[src/rtl/ccx_stall_pkg.sv]
// ccx_stall_pkg
//   Shared types and helpers for the CPX stall injector.
//   - stall_state_e : per-channel random-interval FSM state
//   - lfsr_taps()   : feedback tap mask for the supported LFSR widths (16/24/32)
//   - next_lfsr()   : one shift step of a left-shifting Fibonacci LFSR
//   - draw_len()    : interval length from min/random/mask with saturation
//   Helpers work on 32-bit containers plus an explicit width so they can be
//   shared by any parameterisation; callers cast the result back down.
package ccx_stall_pkg;

  typedef enum logic [1:0] {
    IDLE  = 2'd0,
    FREE  = 2'd1,
    STALL = 2'd2
  } stall_state_e;

  localparam int unsigned MAX_W = 32;

  function automatic logic [31:0] width_mask(input int unsigned w);
    width_mask = 32'hFFFF_FFFF >> (MAX_W - w);
  endfunction

  // Maximal-length polynomials: x^16+x^14+x^13+x^11+1, x^24+x^23+x^22+x^17+1,
  // x^32+x^22+x^2+x^1+1. The top bit is always tapped, so the step is
  // invertible and a non-zero state never collapses to zero.
  function automatic logic [31:0] lfsr_taps(input int unsigned w);
    case (w)
      24:      lfsr_taps = 32'h00E1_0000;
      32:      lfsr_taps = 32'h8020_0003;
      default: lfsr_taps = 32'h0000_B400;
    endcase
  endfunction

  function automatic logic [31:0] next_lfsr(input logic [31:0] cur, input int unsigned w);
    logic fb;
    fb        = ^(cur & lfsr_taps(w));
    next_lfsr = ((cur << 1) | {31'd0, fb}) & width_mask(w);
  endfunction

  // len = min + (rnd & mask), saturated to the counter width; 0 becomes 1 so
  // an interval always lasts at least one cycle.
  function automatic logic [31:0] draw_len(input logic [31:0] min_l,
                                           input logic [31:0] rnd,
                                           input logic [31:0] mask,
                                           input int unsigned w);
    logic [32:0] sum;
    logic [31:0] max_v;
    max_v = width_mask(w);
    sum   = {1'b0, min_l} + {1'b0, rnd & mask};
    if (sum > {1'b0, max_v})
      draw_len = max_v;
    else if (sum == 33'd0)
      draw_len = 32'd1;
    else
      draw_len = sum[31:0];
  endfunction

endpackage

[src/rtl/ccx_stall_chan.sv]
// ccx_stall_chan
//   One stall channel: LFSR, FREE/STALL interval FSM with down-counter,
//   sticky software stall and the atomic-pair gate.
//   Ports:
//     clk, rst              clock, asynchronous active-high reset
//     rand_en               enable random stalling
//     min_len, len_mask     interval length controls (used at each draw)
//     seed_ld, seed         reload LFSR with seed (zero replaced by 1)
//     stall_on, free_on     set / clear sticky software stall (clear wins)
//     atom_grant            first half of an atomic pair granted this cycle
//     stall                 gated stall to the arbiter
//     sw_stall, rand_stall  sticky software stall / ungated random stall
//
//   state | meaning
//   IDLE  | random stalling disabled, counter cleared
//   FREE  | random free interval, cnt cycles remaining
//   STALL | random stall interval, cnt cycles remaining
module ccx_stall_chan
  import ccx_stall_pkg::*;
#(
  parameter int                CNT_W    = 8,
  parameter int                LFSR_W   = 16,
  parameter logic [LFSR_W-1:0] RST_SEED = LFSR_W'(1)
) (
  input  logic              clk,
  input  logic              rst,
  input  logic              rand_en,
  input  logic [CNT_W-1:0]  min_len,
  input  logic [CNT_W-1:0]  len_mask,
  input  logic              seed_ld,
  input  logic [LFSR_W-1:0] seed,
  input  logic              stall_on,
  input  logic              free_on,
  input  logic              atom_grant,
  output logic              stall,
  output logic              sw_stall,
  output logic              rand_stall
);

  localparam logic [LFSR_W-1:0] RST_LFSR = (RST_SEED == '0) ? LFSR_W'(1) : RST_SEED;

  stall_state_e      state_q, state_d;
  logic [CNT_W-1:0]  cnt_q, cnt_d, len_draw;
  logic [LFSR_W-1:0] lfsr_q, lfsr_d, seed_nz;
  logic              sw_q, sw_d;
  logic              stall_q;

  assign seed_nz  = (seed == '0) ? LFSR_W'(1) : seed;
  assign len_draw = CNT_W'(draw_len(32'(min_len), 32'(lfsr_q[CNT_W-1:0]),
                                    32'(len_mask), CNT_W));
  // The LFSR free-runs, so every draw sees a fresh value without extra stepping.
  assign lfsr_d   = seed_ld ? seed_nz : LFSR_W'(next_lfsr(32'(lfsr_q), LFSR_W));
  assign sw_d     = (stall_on | sw_q) & ~free_on;

  always_ff @(posedge clk or posedge rst) begin
    if (rst) begin
      state_q <= IDLE;
      cnt_q   <= '0;
      lfsr_q  <= RST_LFSR;
      sw_q    <= 1'b0;
      stall_q <= 1'b0;
    end else begin
      state_q <= state_d;
      cnt_q   <= cnt_d;
      lfsr_q  <= lfsr_d;
      sw_q    <= sw_d;
      stall_q <= stall;
    end
  end

  always_comb begin
    state_d = state_q;
    cnt_d   = cnt_q;
    if (!rand_en) begin
      state_d = IDLE;
      cnt_d   = '0;
    end else begin
      case (state_q)
        IDLE: begin
          state_d = FREE;
          cnt_d   = len_draw;
        end
        FREE: begin
          if (cnt_q <= CNT_W'(1)) begin
            state_d = STALL;
            cnt_d   = len_draw;
          end else begin
            cnt_d = cnt_q - CNT_W'(1);
          end
        end
        STALL: begin
          if (cnt_q <= CNT_W'(1)) begin
            state_d = FREE;
            cnt_d   = len_draw;
          end else begin
            cnt_d = cnt_q - CNT_W'(1);
          end
        end
        default: begin
          state_d = IDLE;
          cnt_d   = '0;
        end
      endcase
    end
  end

  // A stall may only start when no IFILL1 is being granted; once started it
  // is held regardless of atom_grant.
  always_comb begin
    rand_stall = (state_q == STALL);
    sw_stall   = sw_q;
    stall      = (rand_stall | sw_q) & ~(~stall_q & atom_grant);
  end

endmodule

[src/rtl/ccx_stall_gen.sv]
// ccx_stall_gen
//   Parametrised CPX stall injector, one channel per destination arbiter.
//   Ports:
//     clk, rst              clock, asynchronous active-high reset
//     rand_en               enable random stalling (all channels)
//     min_len, len_mask     interval length = min_len + (lfsr & len_mask)
//     seed_ld, seed         reload LFSRs; channel i gets seed ^ i
//     stall_on, free_on     per-channel sticky software stall set / clear
//     atom_grant            per-channel IFILL1 grant, defers new stalls
//     stall                 per-channel gated stall (to arbiter stall2_a)
//     sw_stall, rand_stall  per-channel software / random stall state
//   Optional (CCX_STALL_STATS_EN defined):
//     stats_clr             clear all statistics counters
//     stall_cyc             per channel {deferral count, stall-cycle count},
//                           channel i at [2*CNT_W*i +: 2*CNT_W], saturating
module ccx_stall_gen
  import ccx_stall_pkg::*;
#(
  parameter int                NUM_CH   = 8,
  parameter int                CNT_W    = 8,
  parameter int                LFSR_W   = 16,
  parameter logic [LFSR_W-1:0] RST_SEED = LFSR_W'(16'hACE1)
) (
  input  logic              clk,
  input  logic              rst,
  input  logic              rand_en,
  input  logic [CNT_W-1:0]  min_len,
  input  logic [CNT_W-1:0]  len_mask,
  input  logic              seed_ld,
  input  logic [LFSR_W-1:0] seed,
  input  logic [NUM_CH-1:0] stall_on,
  input  logic [NUM_CH-1:0] free_on,
  input  logic [NUM_CH-1:0] atom_grant,
  output logic [NUM_CH-1:0] stall,
  output logic [NUM_CH-1:0] sw_stall,
  output logic [NUM_CH-1:0] rand_stall
`ifdef CCX_STALL_STATS_EN
  ,
  input  logic                       stats_clr,
  output logic [NUM_CH*CNT_W*2-1:0]  stall_cyc
`endif
);

  for (genvar i = 0; i < NUM_CH; i++) begin : g_ch
    ccx_stall_chan #(
      .CNT_W    (CNT_W),
      .LFSR_W   (LFSR_W),
      .RST_SEED (RST_SEED ^ LFSR_W'(i))
    ) u_chan (
      .clk        (clk),
      .rst        (rst),
      .rand_en    (rand_en),
      .min_len    (min_len),
      .len_mask   (len_mask),
      .seed_ld    (seed_ld),
      .seed       (seed ^ LFSR_W'(i)),
      .stall_on   (stall_on[i]),
      .free_on    (free_on[i]),
      .atom_grant (atom_grant[i]),
      .stall      (stall[i]),
      .sw_stall   (sw_stall[i]),
      .rand_stall (rand_stall[i])
    );

`ifdef CCX_STALL_STATS_EN
    logic [CNT_W-1:0] stall_cnt_q, defer_cnt_q;
    logic             defer;

    assign defer = (rand_stall[i] | sw_stall[i]) & ~stall[i];

    always_ff @(posedge clk or posedge rst) begin
      if (rst) begin
        stall_cnt_q <= '0;
        defer_cnt_q <= '0;
      end else if (stats_clr) begin
        stall_cnt_q <= '0;
        defer_cnt_q <= '0;
      end else begin
        if (stall[i] && (stall_cnt_q != '1))
          stall_cnt_q <= stall_cnt_q + CNT_W'(1);
        if (defer && (defer_cnt_q != '1))
          defer_cnt_q <= defer_cnt_q + CNT_W'(1);
      end
    end

    assign stall_cyc[2*CNT_W*i +: 2*CNT_W] = {defer_cnt_q, stall_cnt_q};
`endif
  end

endmodule

[config.mk]
export PLATFORM = sky130hd
export DESIGN_NAME = ccx_stall_gen
export DESIGN_NICKNAME = d
export VERILOG_FILES = /design/src/rtl/ccx_stall_pkg.sv /design/src/rtl/ccx_stall_chan.sv /design/src/rtl/ccx_stall_gen.sv
export SDC_FILE = /design/constraint.sdc
export NUM_CORES = 1
export LEC_CHECK = 0
export BUFFER_PORTS_ARGS = -buffer_cell sky130_fd_sc_hd__buf_2
export CORE_MARGIN = 5
export CORE_UTILIZATION = 45
export DETAILED_ROUTE_END_ITERATION = 8
export HOLD_SLACK_MARGIN = 0.03
export PLACE_DENSITY = 0.7
export SLEW_MARGIN = 20
export SYNTH_ARGS = -nofsm -noshare
export SYNTH_HDL_FRONTEND = slang
export SYNTH_HIERARCHICAL = 1
export SYNTH_SLANG_ARGS = --single-unit
[constraint.sdc]
create_clock -name clk -period 2.7 [get_ports clk]
set_input_delay 0 -clock clk [delete_from_list [all_inputs] [get_ports clk]]
set_output_delay 0 -clock clk [all_outputs]
set_load 0.005 [all_outputs]
Word level (Yosys, flattened, before mapping)
Index checks and enable logic that the tools add are counted.

word-level totals
  bits in registers = 224
  output and inout bits = 24
  logic and storage cells = 327

cells by class
  $add $sub $neg = 16
  magnitude comparators = 16
  equality and inequality tests = 32
  muxes and demuxes = 88
  bitwise logic cells = 87
  reductions and logical operators = 48

operator list
  kind                                                                              number
  33-bit by 8-bit > comparator with 1-bit output, second input constant             8
  33-bit logical NOT                                                                8
  16-bit 2-to-1 mux                                                                 16
  8-bit 2-to-1 mux                                                                  32
  32-bit XOR reduction                                                              8
  16-bit logical NOT                                                                8
  16-bit by 1-bit bitwise OR with 16-bit output                                     8
  8-bit one-hot mux with 2 select lines                                             8
  8-bit by 8-bit adder with 9-bit output                                            8
  8-bit bitwise AND                                                                 8
  8-bit by 1-bit less-or-equal comparator with 1-bit output, second input constant  8
  8-bit by 1-bit subtractor with 8-bit output, second input constant                8
  2-bit 2-to-1 mux                                                                  24
  2-bit one-hot mux with 3 select lines                                             8
  1-bit NOT                                                                         27
  1-bit bitwise AND                                                                 24
  3-bit by 2-bit != test with 1-bit output, second input constant                   8
  3-bit != test, second input constant                                              8
  2-bit by 1-bit equality test with 1-bit output, second input constant             8
  2-bit equality test, second input constant                                        8
  2-bit logical NOT                                                                 8
  1-bit bitwise OR                                                                  16
  2-bit AND reduction                                                               8
  2-bit OR reduction                                                                8
  other kinds (2)                                                                   4

Longest topological paths before layout
  depth after elaboration = 8
  depth in mapped cells = 8
  gate-level depth less buffers = 8

Hierarchy
Netlist, hierarchy kept.

modules (own cells, without submodules)
  module                               instances  cells each  area each (um^2)  sequential area each (um^2)
  ccx_stall_chan (g_ch[2].u_chan ...)  2          174         1,850.5           711.9
  ccx_stall_chan (g_ch[0].u_chan ...)  2          174         1,849.3           710.7
  ccx_stall_chan (g_ch[7].u_chan)      1          201         2,009.4           711.9
  ccx_stall_chan (g_ch[6].u_chan)      1          175         1,870.5           713.2
  ccx_stall_chan (g_ch[5].u_chan)      1          174         1,860.5           710.7
  ccx_stall_chan (g_ch[1].u_chan)      1          174         1,848.0           709.4
  ccx_stall_gen                        1          3           11.3              0.0

Least setup slack after synthesis
Ideal clock, no wire load.

  path type = register to register
  from = register g_ch[1].u_chan.lfsr_q[0]
  to = register g_ch[1].u_chan.cnt_q[0]
  data arrival time = 2.440 ns
  setup slack = 0.131 ns
  stages on the path, launching flop included = 9
  cell sequence = dfrtp_1 > and2_1 > ha_1 > fa_1 > a211o_1 > a211o_1 > a21o_1 > a21o_1 > o41a_1

between the ends
  longest elaborated chain between the ends = 8
  elaborated cells between the ends (all ways) = 9

RTL lines
  element                                                                                 line                                        RTL
  start: declaration                                                                      ccx_stall_chan.sv:44                        logic [LFSR_W-1:0] lfsr_q, lfsr_d, seed_nz;
  start signal: assignment                                                                ccx_stall_chan.sv:65                        lfsr_q <= lfsr_d;
  8-bit bitwise AND *                                                                     ccx_stall_pkg.sv:49                         sum = {1'b0, min_l} + {1'b0, rnd & mask};
  8-bit by 8-bit adder with 9-bit output *                                                ccx_stall_pkg.sv:49
  branches (longest 2 deep; another with 33-bit by 8-bit > comparator with 1-bit output)  --
  8-bit 2-to-1 mux *                                                                      ccx_stall_pkg.sv:50                         if (sum > {1'b0, max_v})
  8-bit 2-to-1 mux                                                                        ccx_stall_chan.sv:84, ccx_stall_chan.sv:92
  8-bit one-hot mux with 2 select lines *                                                 ccx_stall_chan.sv:78                        case (state_q)
  8-bit 2-to-1 mux *                                                                      ccx_stall_chan.sv:74                        if (!rand_en) begin
  via g_ch[1].u_chan.cnt_d[0]                                                             ccx_stall_chan.sv:43                        logic [CNT_W-1:0] cnt_q, cnt_d, len_draw;
  end signal: assignment                                                                  ccx_stall_chan.sv:64                        cnt_q <= cnt_d;
  end: declaration                                                                        ccx_stall_chan.sv:43

Mark *: on every way through the listed nets, which the timed path passes.
A chain may end at the register's enable or synchronous reset.

Worst setup path after layout
  from = register g_ch[5].u_chan.lfsr_q[0]
  to = register g_ch[5].u_chan.cnt_q[0]

between the ends
  longest elaborated chain between the ends = 8
  elaborated cells between the ends (all ways) = 9

RTL lines
  element                                                                                 line
  start: declaration                                                                      ccx_stall_chan.sv:44
  start signal: assignment                                                                ccx_stall_chan.sv:65
  8-bit bitwise AND *                                                                     ccx_stall_pkg.sv:49
  8-bit by 8-bit adder with 9-bit output *                                                ccx_stall_pkg.sv:49
  branches (longest 2 deep; another with 33-bit by 8-bit > comparator with 1-bit output)  --
  8-bit 2-to-1 mux *                                                                      ccx_stall_pkg.sv:50
  8-bit 2-to-1 mux                                                                        ccx_stall_chan.sv:84, ccx_stall_chan.sv:92
  8-bit one-hot mux with 2 select lines *                                                 ccx_stall_chan.sv:78
  8-bit 2-to-1 mux *                                                                      ccx_stall_chan.sv:74
  via g_ch[5].u_chan.cnt_d[0]                                                             ccx_stall_chan.sv:43
  end signal: assignment                                                                  ccx_stall_chan.sv:64
  end: declaration                                                                        ccx_stall_chan.sv:43

Marks and branches as above.

==> flow_metrics.py <==
metrics = {
    "status": {
        "outcome": "completed",
    },
    "timing": {
        "final_max_slew_viol_count": 0,
        "setup_tns_ps": 0,
        "fmax_mhz": 377,
        "hold_viol": 0,
        "post-route-period-util": 0.983,
        "finClkSkew_ps": 7.27,
        "rsz0062_at_grt": "yes",
        "period_needed_ps": 2650,
        "timing.slew.headroom": 0.344,
        "setup_viol": 0,
        "tightest_slew_ps": 978,
        "fin_ws_ps": 45.2,
        "whs_ps": 38.5,
    },
    "finish": {
        "final_cell_area_sq_um": 17400,
        "fillCellCount": 2879,
        "instances_no_fill": 2039,
        "final_core_util": 0.532,
        "fin_nets": 1755,
        "synthToLayoutAreaGrowth_pct": 16.0,
        "drive_above_1_share": 0.261,
    },
    "pwr": {
        "powerDensity_nw_per_um2": 850,
        "power.share.clock": 0.254,
        "pwr-share-seq": 0.329,
        "fin_total_pwr_mw": 14.8,
        "p_sw_frac": 0.374,
        "p_sw_mw": 5.53,
        "power_leakage_nw": 7.51,
        "max-vdd-ir-drop_mv": 0.470,
        "combPwrFrac": 0.417,
        "p_int_mw": 9.25,
    },
    "critical_path": {
        "r2r_end": "g_ch[5].u_chan/cnt_q[0]$_DFF_PP0_",
        "cp_max_fo": 5,
        "slowest_delay_ps": 420,
        "crit_chain": "and2_1, ha_1, fa_2, a211o_1, a211o_1, a21o_1, a21o_1, o41a_1",
        "slowest_stage": "o41a_1",
        "crit_start": "g_ch[5].u_chan/lfsr_q[0]$_DFF_PP0_",
        "worstPathRequired_ps": 3120,
        "rrSetupSlack_ps": 50,
        "arrival_ps": 3070,
        "r2r_start": "g_ch[5].u_chan/lfsr_q[0]$_DFF_PP0_",
        "start_kind": "register",
        "critPathKind": "reg2reg",
        "reg2regPathDepth": 8,
        "end_kind": "register",
    },
    "die": {
        "start_util": 0.459,
        "die_x_um": 193,
        "die-area_sq_um": 37100,
        "die_h_um": 193,
        "num_rows": 66,
        "io_pins": 84,
        "core_area_sq_um": 32700,
    },
    "placed_design": {
        "gp_congestion": 0.895,
        "pre_cts_slack_ps": -16.6,
        "portBuffers": 83,
        "dp.cells": 1946,
        "post_dp_cell_area_sq_um": 16000,
        "dp_hpwl_mm": 26.9,
    },
    "global_routing": {
        "grt_overflow_total": 0,
        "grt_usage": 0.207,
        "grt_max_degree": 50,
        "grt_pass1_wl_mm": 62.7,
        "antenna_found_initial": 0,
        "first_global_vias": 12100,
    },
    "synthesis": {
        "synth_edf_count": 0,
        "synth_area_sq_um": 15000,
        "post_synth.cell_area_avg_sq_um": 10.5,
        "netlist_instances": 1423,
        "synth_flop_cell": "dfrtp_1",
        "ys_warn_count": 6,
        "ys_seq_elements": 224,
        "netlist.area_leader.share": 0.260,
        "synthTopCellsByArea": "dfrtp_1 (26%), dfstp_2 (12%), ha_1 (9.3%)",
        "syn-num-nets": 1603,
        "synth_area_leader_cell": "dfrtp_1",
        "ys_seq_area_frac": 0.379,
        "async_flop_share": 1.00,
        "synth.distinct_cells": 69,
    },
    "clock_tree": {
        "clock_latency_ps": 530,
        "clk_pin_slew_worst_paths_ps": 60,
        "clk_path_buf_depth": 3,
        "cts_tree": "built",
        "cts_sinks": 224,
        "htree_levels": 1,
        "cts-root-buf": "clkbuf_16",
        "numCtsBuffers": 27,
    },
    "worst_hold_path": {
        "hp-start": "rand_en",
        "hp-class": "in2reg",
        "min_to": "g_ch[1].u_chan/state_q[0]$_DFFE_PP0P_",
        "hold_depth": 2,
    },
    "drt": {
        "drc": 0,
        "drt_iter0_markers": 793,
        "drtAntennaViolNets": 0,
        "vias": 12000,
        "wl_per_cell_um": 19.3,
        "firstDrtPassIters": 5,
        "wirelength_mm": 39.3,
        "routed_via_density": 5.86,
    },
    "run": {
        "maxCapViolCount": 0,
    },
}
registers in the layout, indices dropped and copies added (netlist names):
name	cells
g_ch.u_chan/cnt_q	64
g_ch.u_chan/lfsr_q	128
g_ch.u_chan/stall_q	8
g_ch.u_chan/state_q	16
g_ch.u_chan/sw_stall	8
cells in the mapped netlist, types with 10 or more instances:
cell type and number:
a211oi_1 33, xnor2_1 52, dfrtp_1 156, or2_2 16, o32ai_1 22, nor2b_1 16, mux2_2 120, inv_1 54
o211ai_1 18, o21ai_0 35, nor3b_1 15, xor2_1 25, nor4_1 38, a211o_1 23, nor3_1 38, a221oi_1 22
o311a_1 21, nand2_1 48, o21a_1 38, and2_1 71, o21bai_1 10, a21oi_1 77, dfstp_2 68, clkbuf_1 11
nand3_1 13, nand2b_1 24, ha_1 112, a21o_1 37, nor2_1 83
logic make-up (layout without fill, tap and decap cells):
kind of cell    Yosys count  count (layout)  synth area share
fa+ha+maj               120             120             0.104
other cells               0               1                 0
xor+xnor                 77              77            0.0450
buf+inv                  74             247            0.0196
simple gates            397             397             0.148
flops                   224             224             0.379
compound gates          411             411             0.213
mux                     120             120            0.0901
power groups by stage:
stage          sequential (mW)  combinational (mW)  clock, mW
3_5_place_dp              4.91                6.01          0
5_1_grt                   4.97                6.80       3.98
2_1_floorplan             4.72                4.85          0
6_report                  4.87                6.16       3.75
3_3_place_gp              4.86                5.87          0
4_1_cts                   4.86                6.11       3.85
layout by cell type, fill, tap and decap left out, types with 8 or more instances in the layout:
master / n
and2_1: 70
a21o_1: 36
xor2_1: 25
or4_4: 8
nand2b_1: 24
o211ai_1: 18
mux2_2: 120
o311a_1: 21
nor2b_1: 16
o21bai_1: 10
a211oi_1: 33
nor3b_1: 15
o31ai_4: 8
clkbuf_16: 27
nand3b_1: 8
buf_2: 82
clkbuf_1: 9
nand2_1: 48
dfrtp_1: 156
ha_1: 110
xnor2_1: 52
nor3_1: 38
a41oi_1: 8
o21a_1: 38
inv_1: 47
o32ai_1: 22
dlygate4sd3_1: 39
nand3_1: 13
o211a_1: 8
nor4_1: 38
a211o_1: 23
o21ai_0: 35
dfstp_2: 68
a221oi_1: 20
nor2_1: 83
a21oi_1: 77
or2_2: 16
buf_4: 21
worst max-delay path: cells and delay by family, from the launching register on:
family                     cells  cell delay [ps]
and+or+nand+nor                1              160
adders and majority gates      2              580
AOI/OAI and AO/OA              5             1440
DFF                            1              370
layout make-up:
cell class / count / area (sq um) / area share
repair buffers: 143 / 978 / 0.0562
clock buffers: 38 / 737 / 0.0423
multi-input cells: 1125 / 9070 / 0.521
diodes: 1 / 2.50 / 0.000144
flip-flops and latches: 224 / 5690 / 0.327
clock inverters: 12 / 169 / 0.00971
inverters: 54 / 203 / 0.0116
well taps: 442 / 553 / 0.0318
routing by layer:
metal,wire length [um],vias up,track usage
met4,796,0,0.0502
met3,3020,63,0.0405
li1,-,5691,-
met5,0,-,0
met2,18100,363,0.339
met1,17300,5836,0.283
timing repair:
action                                  in CTS  in global routing
hold buffers                                39                  0
buffers inserted                             0                  3
endpoints found under the setup margin       2                 26
endpoints found under the hold margin      243                  0
resized for setup                            1                 13
pin swaps                                    1                  7
worst max path at each step:
| stage | slack [ps] | endpoint |
|---|---|---|
| global placement | 40 | g_ch[3].u_chan/cnt_q[0]$_DFF_PP0_ |
| floorplan | 130 | g_ch[1].u_chan/cnt_q[0]$_DFF_PP0_ |
| global route | -30 | g_ch[5].u_chan/cnt_q[0]$_DFF_PP0_ |
| CTS | 0.1 | g_ch[4].u_chan/cnt_q[0]$_DFF_PP0_ |
| finish | 50 | g_ch[5].u_chan/cnt_q[0]$_DFF_PP0_ |
| detailed placement | -20 | g_ch[1].u_chan/cnt_q[0]$_DFF_PP0_ |
Note: power is estimated with default switching activity, not from simulation.
